File: config.mk
export PLATFORM = sky130hd
export DESIGN_NAME = y_mux4_arbiter
export DESIGN_NICKNAME = d
export VERILOG_FILES = /design/src/rtl/y_mux4_arbiter.sv
export SDC_FILE = /design/constraint.sdc
export NUM_CORES = 1
export LEC_CHECK = 0
export CAP_MARGIN = 20
export CORE_UTILIZATION = 58
export CTS_CLUSTER_DIAMETER = 40
export DETAILED_ROUTE_END_ITERATION = 10
export DONT_BUFFER_PORTS = 1
export GPL_TIMING_DRIVEN = 0
export PLACE_DENSITY = 0.79
export SLEW_MARGIN = 40
export SYNTH_ARGS = -nofsm -noshare
export SYNTH_HDL_FRONTEND = slang
export SYNTH_HIERARCHICAL = 1
export SYNTH_SLANG_ARGS = --single-unit
File: constraint.sdc
create_clock -name clk -period 4.45 [get_ports clk]
set_clock_uncertainty 0.15 [all_clocks]
set_input_delay 0.445 -clock clk [delete_from_list [all_inputs] [get_ports clk]]
set_output_delay 0.445 -clock clk [all_outputs]
set_load 0.1 [all_outputs]
File: src/rtl/y_mux4_arbiter.sv
// y_mux4_arbiter: 4-way round-robin arbiter with a registered, ready/valid output word.
// Optional sticky-grant port "lock" is enabled by defining Y_MUX4_ARB_LOCK_EN.

module yMux4to1 #(
    parameter int SIZE = 32
) (
    input  logic [SIZE-1:0] a0,
    input  logic [SIZE-1:0] a1,
    input  logic [SIZE-1:0] a2,
    input  logic [SIZE-1:0] a3,
    input  logic [1:0]      c,
    output logic [SIZE-1:0] z
);
    always_comb begin
        case (c)
            2'd0:    z = a0;
            2'd1:    z = a1;
            2'd2:    z = a2;
            default: z = a3;
        endcase
    end
endmodule

module y_mux4_arbiter #(
    parameter int SIZE = 32
) (
    input  logic            clk,
    input  logic            rst_n,
    input  logic [3:0]      req,
    input  logic [SIZE-1:0] a0,
    input  logic [SIZE-1:0] a1,
    input  logic [SIZE-1:0] a2,
    input  logic [SIZE-1:0] a3,
    input  logic            z_ready,
`ifdef Y_MUX4_ARB_LOCK_EN
    input  logic [3:0]      lock,
`endif
    output logic [SIZE-1:0] z,
    output logic            z_valid,
    output logic [1:0]      c,
    output logic [3:0]      gnt
);
    localparam logic [0:0] IDLE = 1'b0;
    localparam logic [0:0] BUSY = 1'b1;

    logic [0:0]      state;
    logic [1:0]      ptr;
    logic [1:0]      base;
    logic [1:0]      cand;
    logic [1:0]      next_c;
    logic [SIZE-1:0] mux_z;
    logic            busy;
    logic            handshake;
    logic            load;
    logic            lock_hold;

    assign busy      = (state == BUSY);
    assign handshake = busy && z_ready;
    assign load      = (!busy || z_ready) && (req != 4'b0000);

`ifdef Y_MUX4_ARB_LOCK_EN
    assign lock_hold = handshake && lock[c] && req[c];
`else
    assign lock_hold = 1'b0;
`endif

    // On a handshake the pointer becomes c before searching, so search from c directly.
    assign base = busy ? c : ptr;

    always_comb begin
        // NOTE: every always_comb output gets a default first so no path can infer a latch.
        next_c = base;
        cand   = base;
        // Walk farthest-to-nearest so the closest requester after base wins last.
        for (int k = 4; k >= 1; k--) begin
            cand = base + 2'(k);
            if (req[cand]) next_c = cand;
        end
        if (lock_hold) next_c = c;
    end

    yMux4to1 #(.SIZE(SIZE)) u_mux (
        .a0 (a0),
        .a1 (a1),
        .a2 (a2),
        .a3 (a3),
        .c  (next_c),
        .z  (mux_z)
    );

    // NOTE: state registers use non-blocking assignments so every flop samples pre-edge values.
    always_ff @(posedge clk or negedge rst_n) begin
        if (!rst_n) begin
            state <= IDLE;
            ptr   <= 2'd3;
            z     <= '0;
            c     <= 2'd0;
            gnt   <= 4'b0000;
        end else begin
            if (handshake && !lock_hold) ptr <= c;
            if (load) begin
                state <= BUSY;
                z     <= mux_z;
                c     <= next_c;
                gnt   <= 4'b0001 << next_c;
            end else if (handshake) begin
                state <= IDLE;
                gnt   <= 4'b0000;
            end
        end
    end

    assign z_valid = busy;
endmodule

After elaboration in Yosys (flattened, before gate mapping):

Index checks and enable logic that the tools add are counted.
W data, S select, Z words.

* input bits: 135
* output and inout bits: 39
* register bits after elaboration: 41

* shift operators: 1
* magnitude comparators: 3
* mux-type cells: 15
* $add $sub $neg: 3
* eq/ne operators: 2
* reduce and logical (&&, ||, !) cells: 7

Operator list (number)
* $pmux W32 S3: 1
* $lt A2 B3 Y1 const B: 3
* $mux W2: 4
* $mux W4: 2
* $bmux W1 S2: 3
* $mux W1: 5
* $add A2 B2 Y2 const B: 2
* $reduce_bool A4 Y1: 1
* $shl A1 B2 Y4 const A: 1
* $add A2 B1 Y2 const B: 1
* $eq A2 B1 Y1 const B: 1
* $eq A2 B2 Y1 const B: 1
* $logic_and A1 B1 Y1: 2
* $logic_not A2 Y1: 1
* $reduce_bool A2 Y1: 1
* $logic_not A1 Y1: 1
* $logic_or A1 B1 Y1: 1

Longest topological paths before layout:

* depth in word-level cells: 9
* gate-level depth with buffers: 9
* mapped depth without buffers: 6

Cells and area by module:

The synthesis kept the hierarchy.

By module, submodules not included
* y_mux4_arbiter: instances 1, sequential area each 1028.5 µm², area each 1836.8 µm², cells an instance 132
* yMux4to1: instances 1, sequential area each 0.0 µm², area each 814.5 µm², cells an instance 39

Worst setup path after synthesis:

OpenSTA, ideal clock, no wires.

* path type: register to register
* from: reg state (netlist: z_valid)
* to: reg z[0]
* setup slack: 1.237 ns
* clock period less this slack: 3.213 ns
* data required time: 4.175 ns
* data arrival time: 2.938 ns
* cell stages (with the launch flop): 9
* buffers on the path: 3
* cell sequence: dfrtp_1 > buf_6 > mux2_4 > o211ai_2 > nand2_1 > buf_6 > buf_12 > mux4_2 > mux2_2

* longest elaborated chain between the ends: 9

RTL lines
* start, declared: line 46 `logic [0:0] state;`
* start signal, assigned: line 94 `state <= IDLE;`
* start signal, assigned: line 102 `state <= BUSY;`
* start signal, assigned: line 107 `state <= IDLE;`
* $mux W2 *: line 68 `assign base = busy ? c : ptr;`
* $add A2 B2 Y2: line 76 `cand = base + 2'(k);`
* $bmux W1 S2: line 77 `if (req[cand]) next_c = cand;`
* $mux W1 (implied by the code): line 77
* $mux W2 (2 in a row): line 77
* $mux W2 *: line 77
* named net next_c[0]: line 50 `logic [1:0] next_c;`
* $eq A2 B2 Y1, or another cell as far along: line 15 `case (c)`
* $pmux W32 S3 *: line 15
* named net mux_z[0]: line 51 `logic [SIZE-1:0] mux_z;`
* end signal, assigned: line 103 `z <= mux_z;`
* end, declared: line 38 `output logic [SIZE-1:0] z,`

The timed path passes the listed nets; every way through them passes the cells marked *. The select of a mux whose other input is x is not followed.
A chain may end at the register's enable or synchronous reset.

Final worst setup path:

* from: reg state (netlist: z_valid)
* to: reg z[28]

Same word-level chain as after synthesis.

==> PnR_summary.wiki <==
{| class="wikitable"
! Metric !! Value
|-
| Peak fanout along the critical path || 10
|-
| Count of flip-flops with a built-in enable after synthesis || 0
|-
| Startpoint-to-endpoint class of the critical path || register to register
|-
| Result of the run || complete, no violations
|-
| Starting density of the core || 60.5%
|-
| Number of warnings printed during yosys synthesis || 6
|-
| Post-detailed-route via-to-cell ratio || a little over 7
|-
| Finished Layout Cells || approximately 240
|-
| Shortest clock period the worst path allows after layout || between 3000 and 4000 ps
|-
| Reg clk slew, reported paths || 80 ps
|-
| Required time at the worst-slack endpoint || ~4500 ps
|-
| Headroom to the max-slew limit || 40.3%
|-
| Vias || roughly 1700
|-
| Post-Synthesis Cells || 171
|-
| Crit path max-delay cell type || sky130_fd_sc_hd__dfrtp_2
|-
| Global-route wire length before repair || 9980 µm
|-
| Unrepaired setup endpoints after global routing || false
|-
| Residual DRC || 0
|-
| Buffer cell driving the clock tree root || sky130_fd_sc_hd__clkbuf_8
|-
| Count of H-tree levels built during CTS || 2
|-
| Most instantiated flip-flop cell in the synthesis netlist || sky130_fd_sc_hd__dfrtp_1
|-
| Worst skew pair latency || ~290 ps
|-
| TritonCTS clock tree || yes
|-
| Highest metal layer with signal wires || met4
|-
| Cells along the critical path || buf_6 -> mux2_4 -> o211ai_2 -> nand2_1 -> buf_6 -> buf_12 -> mux4_2 -> mux2_2
|-
| Final antenna-violating net count || 0
|-
| Detailed-placement wirelength estimate || 5150 µm
|-
| Post-Synthesis Net Count || 306
|-
| Wire length on met1 || around 2300 µm
|-
| Setup violators final || 0
|-
| Placed insts || around 230
|-
| Width of the chip || around 70 µm
|-
| Boundary pin count || 174
|-
| Met3 layer wire length in the routed design || 523 µm
|-
| Final sum of negative setup slack || 0 ps
|-
| Hold Fails Final Rpt || 0
|-
| Number of buffers created by CTS || 5
|-
| Critical path endpoint category || register
|-
| Setup repair bufs after CTS || 0
|-
| Syn-to-layout area delta || 11.0%
|-
| Placement row count || 24
|-
| Remaining global-route overflow || 0
|-
| Total length of routed wires || 6350 µm
|-
| Number of pins exceeding their max-slew limit in the final report || 0
|-
| Share of synthesized flip-flops with an asynchronous set or reset || 100%
|-
| Number of clock sinks || 41
|-
| Cell area after synthesis || 0.00265 mm²
|-
| Share of layout cells above drive strength 1 || 70.8%
|-
| Average instance area after synthesis || around 16 µm²
|-
| Final worst-path cycle share || between 70% and 80%
|-
| Die H || 69.6 µm
|-
| Final antenna diode count || 0
|-
| Startpoint type of the worst setup path || register
|-
| Portion of synthesized cell area occupied by the leading cell type || between 30% and 40%
|-
| Port Buffers || 0
|-
| Actual slew at the worst max-slew pin || 895 ps
|-
| Worst hold-check path type || primary input to register
|-
| Weighted congestion reported at the end of routability-driven placement || 0.864
|-
| Total die area || around 0.0048 mm²
|-
| Total Nets Final || 319
|-
| CORE AREA || 0.00438 mm²
|-
| Maximum achievable frequency || 318 MHz
|-
| Cell accounting for the most synthesized area || sky130_fd_sc_hd__dfrtp_1
|-
| Number of antenna violations at the first check in global routing || 0
|-
| Netlist cell types || 41
|-
| Maximum buffer depth of the clock tree || 2
|-
| Number of DRC violations after detailed-routing iteration 0 || 84
|-
| Proportion of synthesized chip area in sequential cells || between 30% and 40%
|-
| Number of max-cap violations || 0
|-
| Total global-route track usage || about 27%
|-
| Largest stage delay, worst path || 740 ps
|-
| Total met2 wirelength after detailed routing || 3430 µm
|-
| Vias in the first global route || 1896
|-
| Critical Path Most Common Cell || sky130_fd_sc_hd__buf_6
|-
| Detail-routed net length per standard cell || 26.8 µm
|-
| Most area-consuming cells after synthesis || sky130_fd_sc_hd__dfrtp_1 37%, sky130_fd_sc_hd__mux4_2 25%, sky130_fd_sc_hd__mux2_2 15%
|-
| Maximum number of pins on one net before global-route repair || 42
|-
| Register bit total from synthesis || 41
|-
| Data arrival, critical path || 3170 ps
|-
| Length of the first detailed-routing pass in iterations || 5
|}
worst max-delay path, delay by kind of cell, from the launching register on:
| family | cells | cell delay (ps) |
|---|---|---|
| buffers and inverters | 3 | 550 |
| AO/OA/AOI/OAI | 1 | 420 |
| AND/OR/NAND/NOR | 1 | 130 |
| multiplexers | 3 | 1040 |
| flip-flops | 1 | 740 |
cells in the final DEF, fill, tap and decap left out, types with 2 or more instances in the layout:
master / count
sky130_fd_sc_hd__a31oi_1: 2
sky130_fd_sc_hd__mux2_2: 35
sky130_fd_sc_hd__a211oi_1: 2
sky130_fd_sc_hd__dfrtp_1: 6
sky130_fd_sc_hd__buf_12: 4
sky130_fd_sc_hd__buf_2: 7
sky130_fd_sc_hd__clkbuf_8: 6
sky130_fd_sc_hd__mux4_2: 30
sky130_fd_sc_hd__buf_6: 2
sky130_fd_sc_hd__nand2_1: 9
sky130_fd_sc_hd__nand2b_1: 2
sky130_fd_sc_hd__mux4_1: 2
sky130_fd_sc_hd__nand3_1: 2
sky130_fd_sc_hd__dfstp_2: 2
sky130_fd_sc_hd__o211ai_1: 3
sky130_fd_sc_hd__a21oi_1: 3
sky130_fd_sc_hd__dfrtp_2: 33
sky130_fd_sc_hd__nor2_1: 3
layout make-up:
type | count | area, µm²
Tap cell | 52 | 65.1
Timing Repair Buffer | 6 | 90.1
Buffer | 12 | 118
Clock inverter | 2 | 13.8
Multi-Input combinational cell | 117 | 1500
Fill cell | 318 | 1440
Clock buffer | 6 | 82.6
Sequential cell | 41 | 1070
Inverter | 1 | 3.75
layer usage:
layer	vias to the layer above	GRT usage, %
met5	-	0
met4	0	10.4
met3	14	8.14
met2	117	47.2
met1	847	32.5
li1	727	-
flip-flops by register name, indices dropped and copies added, names as in the netlist:
| signal | flops |
|---|---|
| z_valid | 1 |
| z | 32 |
| ptr | 2 |
| c | 2 |
| gnt | 4 |
worst paths after layout:
path / slack (ps) / cells past startpoint / from / to
min: 160 / 2 / req[2] / z_valid
max in group asynchronous: 3390 / 2 / rst_n / ptr[0]
min reg2reg: 490 / 1 / ptr[1] / ptr[1]
max reg2reg: 1300 / 8 / z_valid / z[28]
min in group asynchronous: 510 / 2 / rst_n / z[12]
max: 1300 / 8 / z_valid / z[28]
Yosys cell counts, drive strengths merged (2+ instances only):
| cell | number |
|---|---|
| mux2 | 36 |
| buf | 12 |
| a21oi | 3 |
| nand3 | 2 |
| nor2 | 4 |
| mux4 | 32 |
| nand2b | 2 |
| mux2i | 2 |
| a211o | 2 |
| a211oi | 2 |
| a31oi | 3 |
| nand2 | 9 |
| o211ai | 4 |
| dfstp | 2 |
| dfrtp | 39 |
stage by stage:
| stage | hold WS [ps] | setup WS (ps) | area (µm²) | util (%) |
|---|---|---|---|---|
| CTS | 152 | 1290 | 2900 | 66.1 |
| floorplan | -0.591 | 1240 | 2650 | - |
| global route | 160 | 1200 | 2940 | 67.2 |
| detailed placement | 0.289 | 1300 | 2770 | 63.2 |
| global placement | 0.266 | 1030 | 2720 | 62.0 |
| finish | 158 | 1300 | 2940 | 67.2 |
timing repair:
action,CTS,global route
hold buffers,2,0
resized for setup,0,0
hold endpoints to repair,41,0
cells by family after synthesis:
family	after synthesis	synth area share [%]
multiplexers	70	44.1
flip-flops	41	38.8
AND/OR/NAND/NOR	26	5.57
AO/OA/AOI/OAI	21	6.94
buffers and inverters	13	4.58
Power is left out: the tool's default activity adds up to more than one toggle a clock period on the data nets, which glitch-free logic cannot reach.
